## src/rtl/pipelined_ripple_adder_pkg.sv

```systemverilog
// Shared constants and stage payload type for the pipelined ripple adder.
// The signed-overflow helper exists only with PIPELINED_RIPPLE_ADDER_OVF_EN.
package pipelined_ripple_adder_pkg;

  localparam int DEF_WIDTH  = 16;
  localparam int DEF_STAGES = 4;

  typedef struct packed {
    logic valid;
    logic carry;
  } stage_ctl_t;

`ifdef PIPELINED_RIPPLE_ADDER_OVF_EN
  // Carry into the MSB is recovered from the MSB operand and sum bits.
  function automatic logic signed_ovf(input logic a_msb, input logic b_msb,
                                      input logic s_msb, input logic c_out);
    return a_msb ^ b_msb ^ s_msb ^ c_out;
  endfunction
`endif

endpackage

```

## src/rtl/pipelined_ripple_adder_if.sv

```systemverilog
// Valid/ready operand and result bus of the pipelined ripple adder.
// Ovf is present only when PIPELINED_RIPPLE_ADDER_OVF_EN is defined.
interface pipelined_ripple_adder_if
  import pipelined_ripple_adder_pkg::*;
#(
  parameter int WIDTH = DEF_WIDTH
);
  logic             in_valid;
  logic             in_ready;
  logic [WIDTH-1:0] A;
  logic [WIDTH-1:0] B;
  logic             Cin;
  logic             in_sub;
  logic             out_valid;
  logic             out_ready;
  logic [WIDTH-1:0] Sum;
  logic             Cout;
`ifdef PIPELINED_RIPPLE_ADDER_OVF_EN
  logic             Ovf;
`endif

  modport master (
    output in_valid, A, B, Cin, in_sub, out_ready,
    input  in_ready, out_valid, Sum, Cout
`ifdef PIPELINED_RIPPLE_ADDER_OVF_EN
    , Ovf
`endif
  );

  modport slave (
    input  in_valid, A, B, Cin, in_sub, out_ready,
    output in_ready, out_valid, Sum, Cout
`ifdef PIPELINED_RIPPLE_ADDER_OVF_EN
    , Ovf
`endif
  );
endinterface

```

## src/rtl/adder_stage.sv

```systemverilog
// Combinational CW-bit ripple-carry chunk adder used by each pipeline stage.
module adder_stage #(
  parameter int CW = 4
) (
  input  logic [CW-1:0] a,
  input  logic [CW-1:0] b,
  input  logic          cin,
  output logic [CW-1:0] sum,
  output logic          cout
);
  logic [CW:0] c_s;

  // Bit-serial carry chain through the chunk.
  always_comb begin
    c_s    = '0;
    sum    = '0;
    c_s[0] = cin;
    for (int i = 0; i < CW; i++) begin
      sum[i]   = a[i] ^ b[i] ^ c_s[i];
      c_s[i+1] = (a[i] & b[i]) | (c_s[i] & (a[i] ^ b[i]));
    end
    cout = c_s[CW];
  end
endmodule

```

## src/rtl/pipelined_ripple_adder.sv

```systemverilog
// Pipelined ripple-carry adder/subtractor, STAGES chunks, one global stall.
// Optional signed-overflow output Ovf under PIPELINED_RIPPLE_ADDER_OVF_EN.
module pipelined_ripple_adder
  import pipelined_ripple_adder_pkg::*;
#(
  parameter int WIDTH  = DEF_WIDTH,
  parameter int STAGES = DEF_STAGES
) (
  input logic clk,
  input logic rst_n,
  pipelined_ripple_adder_if.slave bus
);
  localparam int CW = WIDTH / STAGES;

  if (WIDTH < 2 || STAGES < 1 || (WIDTH % STAGES) != 0) begin : g_param_check
    $error("pipelined_ripple_adder: WIDTH must be >= 2 and a multiple of STAGES");
  end

  logic             advance_s;
  logic             xfer_s;
  logic             cin_eff_s;
  logic [WIDTH-1:0] b_eff_s;

  // All stages shift together whenever the output slot is free or being drained.
  always_comb begin
    advance_s    = !bus.out_valid || bus.out_ready;
    xfer_s       = bus.in_valid && advance_s;
    bus.in_ready = advance_s;
  end

  // Subtract is A + ~B + 1; Cin is ignored in that mode.
  always_comb begin
    if (bus.in_sub) begin
      b_eff_s   = ~bus.B;
      cin_eff_s = 1'b1;
    end else begin
      b_eff_s   = bus.B;
      cin_eff_s = bus.Cin;
    end
  end

  for (genvar k = 0; k < STAGES; k++) begin : g_stage
    localparam int LO = CW * k;

    logic [WIDTH-LO-1:0]   a_src_s;
    logic [WIDTH-LO-1:0]   b_src_s;
    logic                  cin_s;
    logic                  vin_s;
    logic                  cout_s;
    logic [CW-1:0]         sum_chunk_s;
    logic [CW*(k+1)-1:0]   sum_next_s;
    logic [CW*(k+1)-1:0]   sum_r;
    stage_ctl_t            ctl_r;

    // Stage k sees only the chunks not yet added plus the sum chunks already done.
    if (k == 0) begin : g_src
      always_comb begin
        a_src_s    = bus.A;
        b_src_s    = b_eff_s;
        cin_s      = cin_eff_s;
        vin_s      = xfer_s;
        sum_next_s = sum_chunk_s;
      end
    end else begin : g_src
      always_comb begin
        a_src_s    = g_stage[k-1].g_opnd.a_r;
        b_src_s    = g_stage[k-1].g_opnd.b_r;
        cin_s      = g_stage[k-1].ctl_r.carry;
        vin_s      = g_stage[k-1].ctl_r.valid;
        sum_next_s = {sum_chunk_s, g_stage[k-1].sum_r};
      end
    end

    adder_stage #(.CW(CW)) u_add (
      .a    (a_src_s[CW-1:0]),
      .b    (b_src_s[CW-1:0]),
      .cin  (cin_s),
      .sum  (sum_chunk_s),
      .cout (cout_s)
    );

    if (k < STAGES - 1) begin : g_opnd
      logic [WIDTH-LO-CW-1:0] a_r;
      logic [WIDTH-LO-CW-1:0] b_r;

      // Unconsumed operand chunks travel with their transaction.
      always_ff @(posedge clk or negedge rst_n) begin
        if (!rst_n) begin
          a_r <= '0;
          b_r <= '0;
        end else if (advance_s) begin
          a_r <= a_src_s[WIDTH-LO-1:CW];
          b_r <= b_src_s[WIDTH-LO-1:CW];
        end
      end
    end

    // Stage valid, inter-stage carry and accumulated sum chunks.
    always_ff @(posedge clk or negedge rst_n) begin
      if (!rst_n) begin
        ctl_r <= '0;
        sum_r <= '0;
      end else if (advance_s) begin
        ctl_r.valid <= vin_s;
        ctl_r.carry <= cout_s;
        sum_r       <= sum_next_s;
      end
    end

`ifdef PIPELINED_RIPPLE_ADDER_OVF_EN
    if (k == STAGES - 1) begin : g_ovf
      logic ovf_r;

      // Overflow is captured in the MSB stage so it stays aligned with Sum.
      always_ff @(posedge clk or negedge rst_n) begin
        if (!rst_n) begin
          ovf_r <= 1'b0;
        end else if (advance_s) begin
          ovf_r <= signed_ovf(a_src_s[CW-1], b_src_s[CW-1], sum_chunk_s[CW-1], cout_s);
        end
      end
    end
`endif
  end

  // Results come straight from the last stage registers.
  always_comb begin
    bus.out_valid = g_stage[STAGES-1].ctl_r.valid;
    bus.Sum       = g_stage[STAGES-1].sum_r;
    bus.Cout      = g_stage[STAGES-1].ctl_r.carry;
`ifdef PIPELINED_RIPPLE_ADDER_OVF_EN
    bus.Ovf       = g_stage[STAGES-1].g_ovf.ovf_r;
`endif
  end
endmodule

```

## src/flat_wrapper.sv

```systemverilog
// flat-port wrapper written by rule: the top's interface ports become plain ports
module pipelined_ripple_adder_flat import pipelined_ripple_adder_pkg::*;
#(
  parameter int WIDTH  = DEF_WIDTH,
  parameter int STAGES = DEF_STAGES
)
  (clk, rst_n, bus_in_valid, bus_A, bus_B, bus_Cin, bus_in_sub, bus_out_ready, bus_in_ready, bus_out_valid, bus_Sum, bus_Cout);
  pipelined_ripple_adder_if #(.WIDTH(WIDTH)) bus_i ();
  input logic clk;
  input logic rst_n;
  input wire logic [$bits(bus_i.in_valid)-1:0] bus_in_valid;
  input wire logic [$bits(bus_i.A)-1:0] bus_A;
  input wire logic [$bits(bus_i.B)-1:0] bus_B;
  input wire logic [$bits(bus_i.Cin)-1:0] bus_Cin;
  input wire logic [$bits(bus_i.in_sub)-1:0] bus_in_sub;
  input wire logic [$bits(bus_i.out_ready)-1:0] bus_out_ready;
  output wire logic [$bits(bus_i.in_ready)-1:0] bus_in_ready;
  output wire logic [$bits(bus_i.out_valid)-1:0] bus_out_valid;
  output wire logic [$bits(bus_i.Sum)-1:0] bus_Sum;
  output wire logic [$bits(bus_i.Cout)-1:0] bus_Cout;
  assign bus_i.in_valid = bus_in_valid;
  assign bus_i.A = bus_A;
  assign bus_i.B = bus_B;
  assign bus_i.Cin = bus_Cin;
  assign bus_i.in_sub = bus_in_sub;
  assign bus_i.out_ready = bus_out_ready;
  assign bus_in_ready = bus_i.in_ready;
  assign bus_out_valid = bus_i.out_valid;
  assign bus_Sum = bus_i.Sum;
  assign bus_Cout = bus_i.Cout;
  pipelined_ripple_adder #(.WIDTH(WIDTH), .STAGES(STAGES)) u_core (.clk(clk), .rst_n(rst_n), .bus(bus_i));
endmodule
```

## config.mk

```make
export PLATFORM = sky130hd
export DESIGN_NAME = pipelined_ripple_adder_flat
export DESIGN_NICKNAME = d
export VERILOG_FILES = /design/src/rtl/pipelined_ripple_adder_pkg.sv /design/src/rtl/pipelined_ripple_adder_if.sv /design/src/rtl/adder_stage.sv /design/src/rtl/pipelined_ripple_adder.sv /design/src/flat_wrapper.sv
export SDC_FILE = /design/constraint.sdc
export NUM_CORES = 1
export LEC_CHECK = 0
export CORE_MARGIN = 1.5
export CORE_UTILIZATION = 55
export CTS_BUF_LIST = sky130_fd_sc_hd__clkbuf_16
export CTS_CLUSTER_DIAMETER = 40
export DETAILED_ROUTE_END_ITERATION = 10
export DONT_BUFFER_PORTS = 1
export GPL_ROUTABILITY_DRIVEN = 1
export PLACE_DENSITY_LB_ADDON = 0.08
export SKIP_LAST_GASP = 1
export SLEW_MARGIN = 15
export SYNTH_ARGS = -nofsm -noshare
export SYNTH_HDL_FRONTEND = slang
export SYNTH_HIERARCHICAL = 1
export SYNTH_SLANG_ARGS = --single-unit
```

## constraint.sdc

```tcl
create_clock -name clk -period 2.8 [get_ports clk]
set_input_delay 0.84 -clock clk [delete_from_list [all_inputs] [get_ports clk]]
set_output_delay 0.84 -clock clk [all_outputs]
set_load 0.01 [all_outputs]
```

Word-level counts from Yosys, hierarchy flattened

Index checks and enable logic that the tools add are counted.

Register bits: 96
Input bits: 38
Output and inout port bits: 19
Logic and storage cells: 104

Mux-type cells: 2
Bitwise operators: 81
Reductions and logical operators: 3

Operators by type and width:

| operator            | count |
|---|---|
| $and A1 B1 Y1       | 32 |
| $xor A1 B1 Y1       | 32 |
| $mux W16            | 1 |
| $not A16 Y16        | 1 |
| $or A1 B1 Y1        | 16 |
| $logic_and A1 B1 Y1 | 1 |
| $logic_not A1 Y1    | 1 |
| $logic_or A1 B1 Y1  | 1 |
| $mux W1             | 1 |

Logic depth before layout (Yosys ltp)

Gate-level depths: netlist (run 1).

Word-level depth: 11
Mapped depth: 12
Depth with buffers taken out: 10

Cells and area by module

The synthesis (run 1) kept the hierarchy.

By module, submodules not included:

| module                 | instances | cells an instance | area each (sq um) | seq. area each (sq um) |
|---|---|---|---|---|
| pipelined_ripple_adder | 1         | 223               | 3842.4            | 2402.3 |
| adder_stage            | 4         | 14                | 117.6             | 0.0 |

Least setup slack after synthesis (run 1)

Ideal clock, no wire load.

Kind: input to register
From: in bus_in_sub
To: reg u_core.g_stage[0].sum_r[3]
Library setup time: 0.064 ns
Data arrival time: 3.080 ns
Data required time: 2.736 ns
Path slack: -0.344 ns
Stages: 12
Buffers on the path: 2
Path through: buf_2 -> buf_4 -> or2_2 -> fa_1 -> inv_1 -> fa_1 -> inv_1 -> fa_1 -> inv_1 -> fa_1 -> inv_1 -> mux2_2

Elaborated cells on any way between the ends: 16
Classes of those cells: mux (2); bitwise (14)

RTL lines:

| item                                       | line                          | RTL |
|---|---|---|
| from (decl)                                | flat_wrapper.sv:15            | `input wire logic [$bits(bus_i.in_sub)-1:0] bus_in_sub;` |
| $mux W1                                    | pipelined_ripple_adder.sv:33  | `if (bus.in_sub) begin` |
| named net u_core.cin_eff_s                 | pipelined_ripple_adder.sv:21  | `logic cin_eff_s;` |
| $and A1 B1 Y1                              | adder_stage.sv:20             | `c_s[i+1] = (a[i] & b[i]) \| (c_s[i] & (a[i] ^ b[i]));` |
| $or A1 B1 Y1                               | adder_stage.sv:20             |  |
| $and A1 B1 Y1                              | adder_stage.sv:20             |  |
| $or A1 B1 Y1                               | adder_stage.sv:20             |  |
| $and A1 B1 Y1                              | adder_stage.sv:20             |  |
| $or A1 B1 Y1                               | adder_stage.sv:20             |  |
| $xor A1 B1 Y1                              | adder_stage.sv:19             | `sum[i] = a[i] ^ b[i] ^ c_s[i];` |
| named net u_core.g_stage[0].sum_chunk_s[3] | pipelined_ripple_adder.sv:50  | `logic [CW-1:0] sum_chunk_s;` |
| to (signal assigned)                       | pipelined_ripple_adder.sv:106 | `sum_r <= sum_next_s;` |
| to (decl)                                  | pipelined_ripple_adder.sv:52  | `logic [CW*(k+1)-1:0] sum_r;` |

The timed path passes the listed nets, and every way through them passes these cells.
A chain may end at the register's enable or synchronous reset.

Final worst setup path (run 1)

From: in bus_Cin
To: reg u_core.g_stage[0].sum_r[3]

Cells in the longest elaborated chain, start to end: 8

Ends and longest elaborated chain:

| item                                       | line                         | RTL |
|---|---|---|
| from (decl)                                | flat_wrapper.sv:14           | `input wire logic [$bits(bus_i.Cin)-1:0] bus_Cin;` |
| $mux W1                                    | pipelined_ripple_adder.sv:33 |  |
| $and A1 B1 Y1                              | adder_stage.sv:20            |  |
| $or A1 B1 Y1                               | adder_stage.sv:20            |  |
| $and A1 B1 Y1                              | adder_stage.sv:20            |  |
| $or A1 B1 Y1                               | adder_stage.sv:20            |  |
| $and A1 B1 Y1                              | adder_stage.sv:20            |  |
| $or A1 B1 Y1                               | adder_stage.sv:20            |  |
| $xor A1 B1 Y1                              | adder_stage.sv:19            |  |
| named net u_core.g_stage[0].sum_chunk_s[3] | pipelined_ripple_adder.sv:50 |  |

The timed path passes the listed nets, and every way through them passes these cells.

==> results of run 1 <==
==> worst max-delay path by stage <==
stage / from / to / slack, ns
3_3_place_gp: bus_Cin / u_core/g_stage[0].sum_r[3] / -0.006
3_5_place_dp: bus_Cin / u_core/g_stage[0].sum_r[3] / -0.04
5_1_grt: bus_Cin / u_core/g_stage[0].sum_r[3] / 0.24
6_report: bus_Cin / u_core/g_stage[0].sum_r[3] / 0.31
4_1_cts: bus_Cin / u_core/g_stage[0].sum_r[3] / 0.30
2_1_floorplan: bus_in_sub / u_core/g_stage[0].sum_r[3] / -0.19
==> cell usage after synthesis <==
cell type	instances	share of area (%)
dfrtp_1	96	56
mux2_2	67	17
inv_1	40	3.5
mux2_4	28	9.7
fa_1	16	7.4
xor2_1	16	3.2
buf_2	7	0.81
buf_6	5	1.3
buf_4	1	0.17
nand2b_1	1	0.15
nand2b_4	1	0.32
or2_2	1	0.15
==> metal layers <==
metal  GRT usage (%)  vias to the layer above  part of all wire (%)
met1            23.3                      959                    48
li1                -                      897                     -
met5               0                        -                     0
met4            8.20                        0                   2.0
met3            3.18                       10                   3.6
met2            24.1                       37                    47
==> cell families (layout without fill, tap and decap cells) <==
logic type / Yosys count / after routing / share of synthesized area, %
buffers and inverters: 53 / 59 / 5.77
xor gates and xnor gates: 16 / 16 / 3.25
muxes: 95 / 95 / 27.2
adders and majority gates: 16 / 16 / 7.43
and+or+nand+nor: 3 / 3 / 0.609
DFF: 96 / 96 / 55.7
==> state kept, by name, indices dropped and copies added (netlist names) <==
register                   cells
u_core/bus.Cout                1
u_core/bus.Sum                16
u_core/bus.out_valid           1
u_core/g_stage.cin_s           3
u_core/g_stage.g_opnd.a_r     24
u_core/g_stage.g_opnd.b_r     24
u_core/g_stage.sum_r          24
u_core/g_stage.vin_s           3
==> worst max-delay path, delay by kind of cell <==
kind	cells	cell delay [ns]
fa+ha+maj	4	1.31
mux	1	0.13
simple gates	1	0.23
buf+inv	4	0.23
==> through the flow <==
| stage | setup slack [ns] | total power [mW] |
|---|---|---|
| after detailed placement | -0.0404 | 4.09 |
| after CTS | 0.304 | 5.31 |
| after global placement | -0.00599 | 4.01 |
| after floorplan | -0.186 | 3.79 |
| final | 0.306 | 5.22 |
| after global routing | 0.243 | 5.65 |
==> area by class of cell <==
class	instances	area share, %
clock buffer	9	4.80
clock inverter	7	1.52
inverter	40	3.20
multi-input combinational	130	35.8
sequential	96	51.2
tap	102	2.72
timing repair buffer	3	0.747
==> power by group through the flow <==
stage	Sequential, mW	Clock [mW]	Combinational (mW)
3_3_place_gp	2.45	0	1.55
2_1_floorplan	2.36	0	1.43
3_5_place_dp	2.48	0	1.61
4_1_cts	2.45	1.24	1.61
6_report	2.44	1.20	1.58
5_1_grt	2.54	1.29	1.82
==> flow_metrics.env, run 1 <==
export IMPL_synth_nets=333
export IMPL_r2r_start="u_core/g_stage[2].g_opnd.a_r[0]"
export IMPL_cts_buffers_inserted=9
export IMPL_p_clk_share_pct=23.0
export IMPL_dr_pass1_iters=4
export IMPL_grt_usage_pct=16.4
export IMPL_yosysWarnings=6
export IMPL_post_dp_cell_area_um2=4390
export IMPL_critPathLaunchType="primary input"
export IMPL_peakVddDrop_mv=0.459
export IMPL_finalClockSkew_ns=0.00491
export IMPL_routed_via_density=4.92
export IMPL_num_vias=1903
export IMPL_utilization_pct=61.3
export IMPL_cts_sinks=96
export IMPL_finalMaxSlewViolations=0
export IMPL_gp_congestion=0.696
export IMPL_setup_tns_ns=0
export IMPL_p_comb_share_pct=30.3
export IMPL_die_y_um=91.6
export IMPL_setup_viol_count_final=0
export IMPL_area_delta_synth_final_pct=8.76
export IMPL_wl_per_cell_um=15.1
export IMPL_p_sw_mw=1.51
export IMPL_drive_above_1_share_pct=42.5
export IMPL_slowest_stage="fa_1"
export IMPL_r2r_end="u_core/bus.Sum[15]"
export IMPL_grt_max_degree=97
export IMPL_grt_setup_unrepaired="no"
export IMPL_p_int_mw=3.71
export IMPL_ys_types=12
export IMPL_antenna_found_initial=0
export IMPL_tightest_slew_ns=0.416
export IMPL_clkLatencyLatePin_ns=0.33
export IMPL_endpoint_kind="register"
export IMPL_max_freq_mhz=401
export IMPL_period_share_pct=89.1
export IMPL_final_cell_mix="96 x dfrtp_1, 67 x mux2_2, 38 x inv_1"
export IMPL_required_ns=3.07
export IMPL_cp_arrival_ns=2.76
export IMPL_coreArea_um2=7650
export IMPL_min_period_ns=2.49
export IMPL_crit_type="in -> reg"
export IMPL_worstPathCellList="or2_4, fa_2, inv_2, fa_2, inv_1, fa_2, inv_2, fa_1, inv_1, mux2_2"
export IMPL_cts_hold_buf=0
export IMPL_stdcell_area_um2=4690
export IMPL_fillCellCount=591
export IMPL_finalHoldWorstSlack_ns=0.200
export IMPL_cts_root_buf="clkbuf_16"
export IMPL_drcViolationCount=0
export IMPL_slew_headroom_pct=72.3
export IMPL_ios=57
export IMPL_io_buffers=0
export IMPL_grt_pass1_wl_um=10400
export IMPL_diodes=0
export IMPL_antenna_left=0
export IMPL_multi_input_area_um2=1680
export IMPL_nets=334
export IMPL_power_leakage_nw=2.20
export IMPL_hp_class="in -> async"
export IMPL_rows=32
export IMPL_sequentialPowerShare_pct=46.7
export IMPL_place_inst=371
export IMPL_cts_setup_buffers=0
export IMPL_crit_path_max_fanout=1
export IMPL_die_x_um=91.6
export IMPL_overflow=0
export IMPL_cp_common_cell="fa_2"
export IMPL_ys_ff_latch=96
export IMPL_clkTransAtPathRegs_ns=0.06
export IMPL_htreeDepth=3
export IMPL_finalHoldViolations=0
export IMPL_power_density_nw_per_um2=1110
export IMPL_start_util_pct=56.4
export IMPL_grt_pass1_vias=2095
export IMPL_cts_tree="yes"
export IMPL_maxCapViolations=0
export IMPL_slowest_delay_ns=0.41
export IMPL_layout_commonest_cell="dfrtp_1"
export IMPL_syn_area_um2=4310
export IMPL_syn_instance_count=279
export IMPL_r2r_setup_slack_ns=0.56
export IMPL_stdcell_count=387
export IMPL_r2r_cells=9
export IMPL_die_area_um2=8380
export IMPL_status="finished clean"
export IMPL_drt_iter0_markers=34
export IMPL_final_seq_area_um2=2400
export IMPL_synth_area_per_cell_um2=15.5
export IMPL_routed_wl_um=5840
export IMPL_seq_area_frac_synth_pct=55.7
export IMPL_switching_share_pct=29.0
export IMPL_cts_resized=0
export IMPL_clock_path_buffers=2
export IMPL_hpwlAfterDp_um=3810
Note: power is estimated with default switching activity, not from simulation.
==> run 2, diff against run 1 <==
- GPL_TIMING_DRIVEN: default -> 0
==> run 2 against run 1 <==
  * Non-clock buffer count rose by 9
  * Final area rose by 1.2%
  * Critical path depth grew 1
  * Routed wire length rose by 15%
  * First-iteration DRC count increased by 24%
==> flow_metrics.env, run 2 (synthesis gave the netlist of run 1 again) <==
export IMPL_status="finished clean"
export IMPL_routed_wl_um=6740
export IMPL_final_seq_area_um2=2400
export IMPL_nets=343
export IMPL_multi_input_area_um2=1680
export IMPL_worstPathCellList="buf_8, xor2_2, fa_2, inv_2, fa_2, inv_1, fa_2, inv_2, fa_1, inv_1, mux2_2"
export IMPL_critPathBufInv=5
export IMPL_cts_root_buf="clkbuf_16"
export IMPL_peakVddDrop_mv=0.426
export IMPL_num_vias=2002
export IMPL_htreeDepth=3
export IMPL_coreArea_um2=7650
export IMPL_clkLatencyLatePin_ns=0.33
export IMPL_crit_family="adder cells"
export IMPL_gp_congestion=0.687
export IMPL_layout_commonest_cell="dfrtp_1"
export IMPL_finalClockSkew_ns=0.00636
export IMPL_crit_path_max_fanout=17
export IMPL_post_dp_cell_area_um2=4480
export IMPL_endpoint_kind="register"
export IMPL_clock_path_buffers=2
export IMPL_cts_resized=0
export IMPL_setup_tns_ns=0
export IMPL_utilization_pct=62.1
export IMPL_grt_usage_pct=18.4
export IMPL_finalHoldViolations=0
export IMPL_fillCellCount=565
export IMPL_setup_ws_ns=0.144
export IMPL_tightest_slew_ns=0.302
export IMPL_required_ns=3.02
export IMPL_max_freq_mhz=377
export IMPL_grt_setup_unrepaired="no"
export IMPL_slowest_stage="fa_1"
export IMPL_clkTransAtPathRegs_ns=0.07
export IMPL_finalMaxSlewViolations=0
export IMPL_grt_max_degree=97
export IMPL_cp_arrival_ns=2.88
export IMPL_dr_pass1_iters=4
export IMPL_cts_hold_buf=0
export IMPL_overflow=0
export IMPL_period_share_pct=94.8
export IMPL_io_buffers=0
export IMPL_slew_headroom_pct=79.9
export IMPL_power_leakage_nw=2.23
export IMPL_rows=32
export IMPL_die_area_um2=8380
export IMPL_drive_above_1_share_pct=44.6
export IMPL_maxCapViolations=0
export IMPL_final_cell_mix="96 x dfrtp_1, 67 x mux2_2, 38 x inv_1"
export IMPL_ios=57
export IMPL_routed_via_density=5.06
export IMPL_cts_buffers_inserted=9
export IMPL_drt_iter0_markers=42
export IMPL_grt_pass1_wl_um=11500
export IMPL_min_period_ns=2.66
export IMPL_setup_viol_count_final=0
export IMPL_drcViolationCount=0
export IMPL_antenna_found_initial=0
export IMPL_cts_tree="yes"
export IMPL_die_y_um=91.6
export IMPL_diodes=0
export IMPL_hpwlAfterDp_um=4590
export IMPL_area_delta_synth_final_pct=10.1
export IMPL_crit_type="in -> reg"
export IMPL_power_density_nw_per_um2=1110
export IMPL_critPathLaunchType="primary input"
export IMPL_hp_class="in -> async"
export IMPL_cp_common_cell="fa_2"
export IMPL_wl_per_cell_um=17.0
export IMPL_slowest_delay_ns=0.49
export IMPL_antenna_left=0
export IMPL_grt_pass1_vias=2222
export IMPL_cts_sinks=96
export IMPL_pre_cts_ws_ns=-0.334
export IMPL_die_x_um=91.6
export IMPL_cts_setup_buffers=0
export IMPL_top_regs="u_core/g_stage.g_opnd.a_r: 24 flops, u_core/g_stage.g_opnd.b_r: 24 flops, u_core/g_stage.sum_r: 24 flops"
export IMPL_start_util_pct=56.4
export IMPL_stdcell_area_um2=4750
## run 2: cell count changes in the layout (fill, tap and decap cells not counted), moves of 2 or more
cell,previous run,this run
buf_4,2,0
inv_6,1,3
buf_6,0,5
buf_2,0,6
## run 2: worst paths after layout
| check | start | slack (ns) | cells after the start | endpoint |
|---|---|---|---|---|
| min reg2reg | u_core/g_stage[3].vin_s | 0.48 | 1 | u_core/bus.out_valid |
| max reg2reg | u_core/g_stage[2].g_opnd.a_r[0] | 0.57 | 9 | u_core/bus.Sum[15] |
| min | rst_n | 0.19 | 0 | u_core/g_stage[2].sum_r[8] |
| min in group clk | u_core/g_stage[3].vin_s | 0.48 | 1 | u_core/bus.out_valid |
| max | bus_in_sub | 0.14 | 11 | u_core/g_stage[0].sum_r[3] |
| max in group asynchronous | rst_n | 2.47 | 0 | u_core/g_stage[1].sum_r[6] |
## run 2: metrics by stage
stage                     power, mW  instances  hold WS, ns
after global routing           5.67        396        0.179
after detailed placement       4.17        381        0.469
final                          5.28        396        0.193
after global placement         4.08        381        0.465
after floorplan                3.79        279        0.430
after CTS                      5.37        397        0.181
## run 2: cell type report
type,count,area share [%]
buffer,12,2.13
clock buffer,9,4.74
clock inverter,7,1.29
inverter,40,3.16
multi-input combinational,130,35.4
sequential,96,50.6
tap,102,2.69
## run 2: layer usage
layer  wire length [um]  vias up  track usage (%)
met1               3050     1029             25.1
met3                231       12             2.85
met4                175        0             9.64
met2               3290       42             28.5
li1                   -      919                -
met5                  0        -                0
## run 2: worst reg2reg max path: stages (launching register included)
cell and delay (ns):
dfrtp_1 0.41, fa_1 0.41, inv_1 0.07, fa_1 0.16, inv_1 0.05, fa_1 0.39
inv_1 0.09, fa_1 0.40, inv_1 0.06, mux2_2 0.13
## run 2: where the power goes
group          switching, mW  internal (mW)  leakage (nW)
Combinational          0.640           1.02         0.982
Sequential             0.429           2.02          1.12
Clock                  0.544          0.619         0.135
==> run 3, diff against run 2 <==
- CORE_UTILIZATION: 55 -> 40
==> run 3 against run 2 <==
  * Largest cell class unchanged
  * Global-route usage fell by 4.1 points
  * Via count rose by 1.4%
  * Sequential share of layout area fell by 0.48 points
  * Sequential power barely moved
  * Maximum frequency fell by 0.86%
  * Die area rose by 36%
  * Count of clock-buffer cells in the layout did not move
  * Worst hold slack improved by 0.0028 ns
  * Final area rose by 0.95%
  * Register-to-register slack barely moved
==> flow_metrics.env, run 3 (synthesis gave the netlist of run 1 again) <==
export IMPL_status="finished clean"
export IMPL_cts_setup_buffers=0
export IMPL_drive_above_1_share_pct=43.9
export IMPL_clkTransAtPathRegs_ns=0.06
export IMPL_grt_pass1_wl_um=11900
export IMPL_hpwlAfterDp_um=4840
export IMPL_diodes=0
export IMPL_grt_setup_unrepaired="no"
export IMPL_power_density_nw_per_um2=1110
export IMPL_antenna_found_initial=0
export IMPL_top_regs="u_core/g_stage.g_opnd.a_r: 24 flops, u_core/g_stage.g_opnd.b_r: 24 flops, u_core/g_stage.sum_r: 24 flops"
export IMPL_switching_share_pct=29.8
export IMPL_worstPathCellList="buf_8, xor2_2, fa_2, inv_2, fa_2, inv_1, fa_2, inv_2, fa_1, inv_1, mux2_2"
export IMPL_finalClockSkew_ns=0.00610
export IMPL_crit_path_max_fanout=17
export IMPL_p_sw_mw=1.58
export IMPL_p_int_mw=3.73
export IMPL_crit_family="adder cells"
export IMPL_routed_wl_um=7270
export IMPL_clock_path_buffers=2
export IMPL_coreArea_um2=10400
export IMPL_final_cell_mix="96 x dfrtp_1, 67 x mux2_2, 39 x inv_1"
export IMPL_cts_root_buf="clkbuf_16"
export IMPL_cts_resized=0
export IMPL_start_util_pct=41.6
export IMPL_crit_cells=11
export IMPL_overflow=0
export IMPL_pre_cts_ws_ns=-0.363
export IMPL_max_freq_mhz=373
export IMPL_area_delta_synth_final_pct=11.1
export IMPL_tightest_slew_ns=0.304
export IMPL_ios=57
export IMPL_cp_common_cell="fa_2"
export IMPL_critPathLaunchType="primary input"
export IMPL_cts_sinks=96
export IMPL_cp_arrival_ns=2.90
export IMPL_layout_commonest_cell="dfrtp_1"
export IMPL_antenna_left=0
export IMPL_slew_headroom_pct=79.7
export IMPL_required_ns=3.02
export IMPL_finalMaxSlewViolations=0
export IMPL_grt_usage_pct=14.3
export IMPL_dr_pass1_iters=4
export IMPL_utilization_pct=46.2
export IMPL_finalHoldViolations=0
export IMPL_p_comb_share_pct=31.3
export IMPL_setup_ws_ns=0.121
export IMPL_grt_max_degree=97
export IMPL_r2r_cells=9
export IMPL_slowest_delay_ns=0.49
export IMPL_stdcell_area_um2=4790
export IMPL_min_period_ns=2.68
export IMPL_num_vias=2030
export IMPL_die_y_um=107
export IMPL_cts_buffers_inserted=9
export IMPL_p_clk_share_pct=22.6
export IMPL_htreeDepth=3
export IMPL_nets=343
export IMPL_endpoint_kind="register"
export IMPL_slowest_stage="fa_1"
export IMPL_power_leakage_nw=2.24
export IMPL_peakVddDrop_mv=0.333
export IMPL_cts_tree="yes"
export IMPL_routed_via_density=4.72
export IMPL_die_x_um=107
export IMPL_hp_class="in -> async"
export IMPL_grt_pass1_vias=2139
export IMPL_maxCapViolations=0
export IMPL_die_area_um2=11400
export IMPL_post_dp_cell_area_um2=4520
export IMPL_period_share_pct=95.7
export IMPL_setup_viol_count_final=0
export IMPL_cts_hold_buf=0
export IMPL_wl_per_cell_um=16.9
export IMPL_crit_type="in -> reg"
export IMPL_io_buffers=0
export IMPL_drt_iter0_markers=53
export IMPL_rows=37
export IMPL_drcViolationCount=0
export IMPL_clkLatencyLatePin_ns=0.34
export IMPL_sequentialPowerShare_pct=46.1
export IMPL_critPathBufInv=5
export IMPL_gp_congestion=0.681
[run 3: path summary, 6_finish.rpt]
kind | from | end | slack [ns]
max | bus_in_sub | u_core/g_stage[0].sum_r[3] | 0.12
min | rst_n | u_core/g_stage[2].sum_r[9] | 0.20
max reg2reg | u_core/g_stage[1].g_opnd.a_r[0] | u_core/g_stage[2].sum_r[11] | 0.57
min reg2reg | u_core/g_stage[3].vin_s | u_core/bus.out_valid | 0.50
max in group asynchronous | rst_n | u_core/g_stage[2].g_opnd.a_r[3] | 2.48
min in group clk | u_core/g_stage[3].vin_s | u_core/bus.out_valid | 0.50
[run 3: power groups by stage]
stage	clock [mW]	sequential (mW)	combinational, mW
after floorplan	0	2.36	1.43
final	1.20	2.45	1.66
after global placement	0	2.47	1.66
after global routing	1.29	2.55	1.91
after CTS	1.24	2.47	1.70
after detailed placement	0	2.49	1.69
[run 3: per-layer routing]
| metal | part of all wire (%) | up-vias | global-route usage (%) |
|---|---|---|---|
| met1 | 47 | 1057 | 19.4 |
| met5 | 0 | - | 0 |
| li1 | - | 916 | - |
| met2 | 47 | 43 | 20.9 |
| met4 | 1.8 | 0 | 6.29 |
| met3 | 4.8 | 14 | 4.56 |
[run 3: area by class of cell]
class	instances	area, um2
Fill cell	951	5580
Sequential cell	96	2400
Multi-Input combinational cell	130	1680
Clock buffer	9	225
Tap cell	136	170
Inverter	40	150
Buffer	12	101
Clock inverter	7	63.8
[run 3: metrics by stage]
stage / power [mW] / cells / hold slack, ns / setup TNS, ns
floorplan: 3.79 / 279 / 0.430 / -0.282
detailed placement: 4.18 / 415 / 0.474 / -0.646
CTS: 5.40 / 430 / 0.179 / 0
global route: 5.74 / 430 / 0.174 / 0
finish: 5.31 / 430 / 0.196 / 0
global placement: 4.14 / 415 / 0.476 / -0.632
[run 3: worst register-to-register path, delay by kind of cell (launching register included)]
kind	cells	cell delay, ns
buffers and inverters	4	0.28
multiplexers	1	0.13
flip-flops	1	0.40
adder cells (fa/ha/maj)	4	1.36
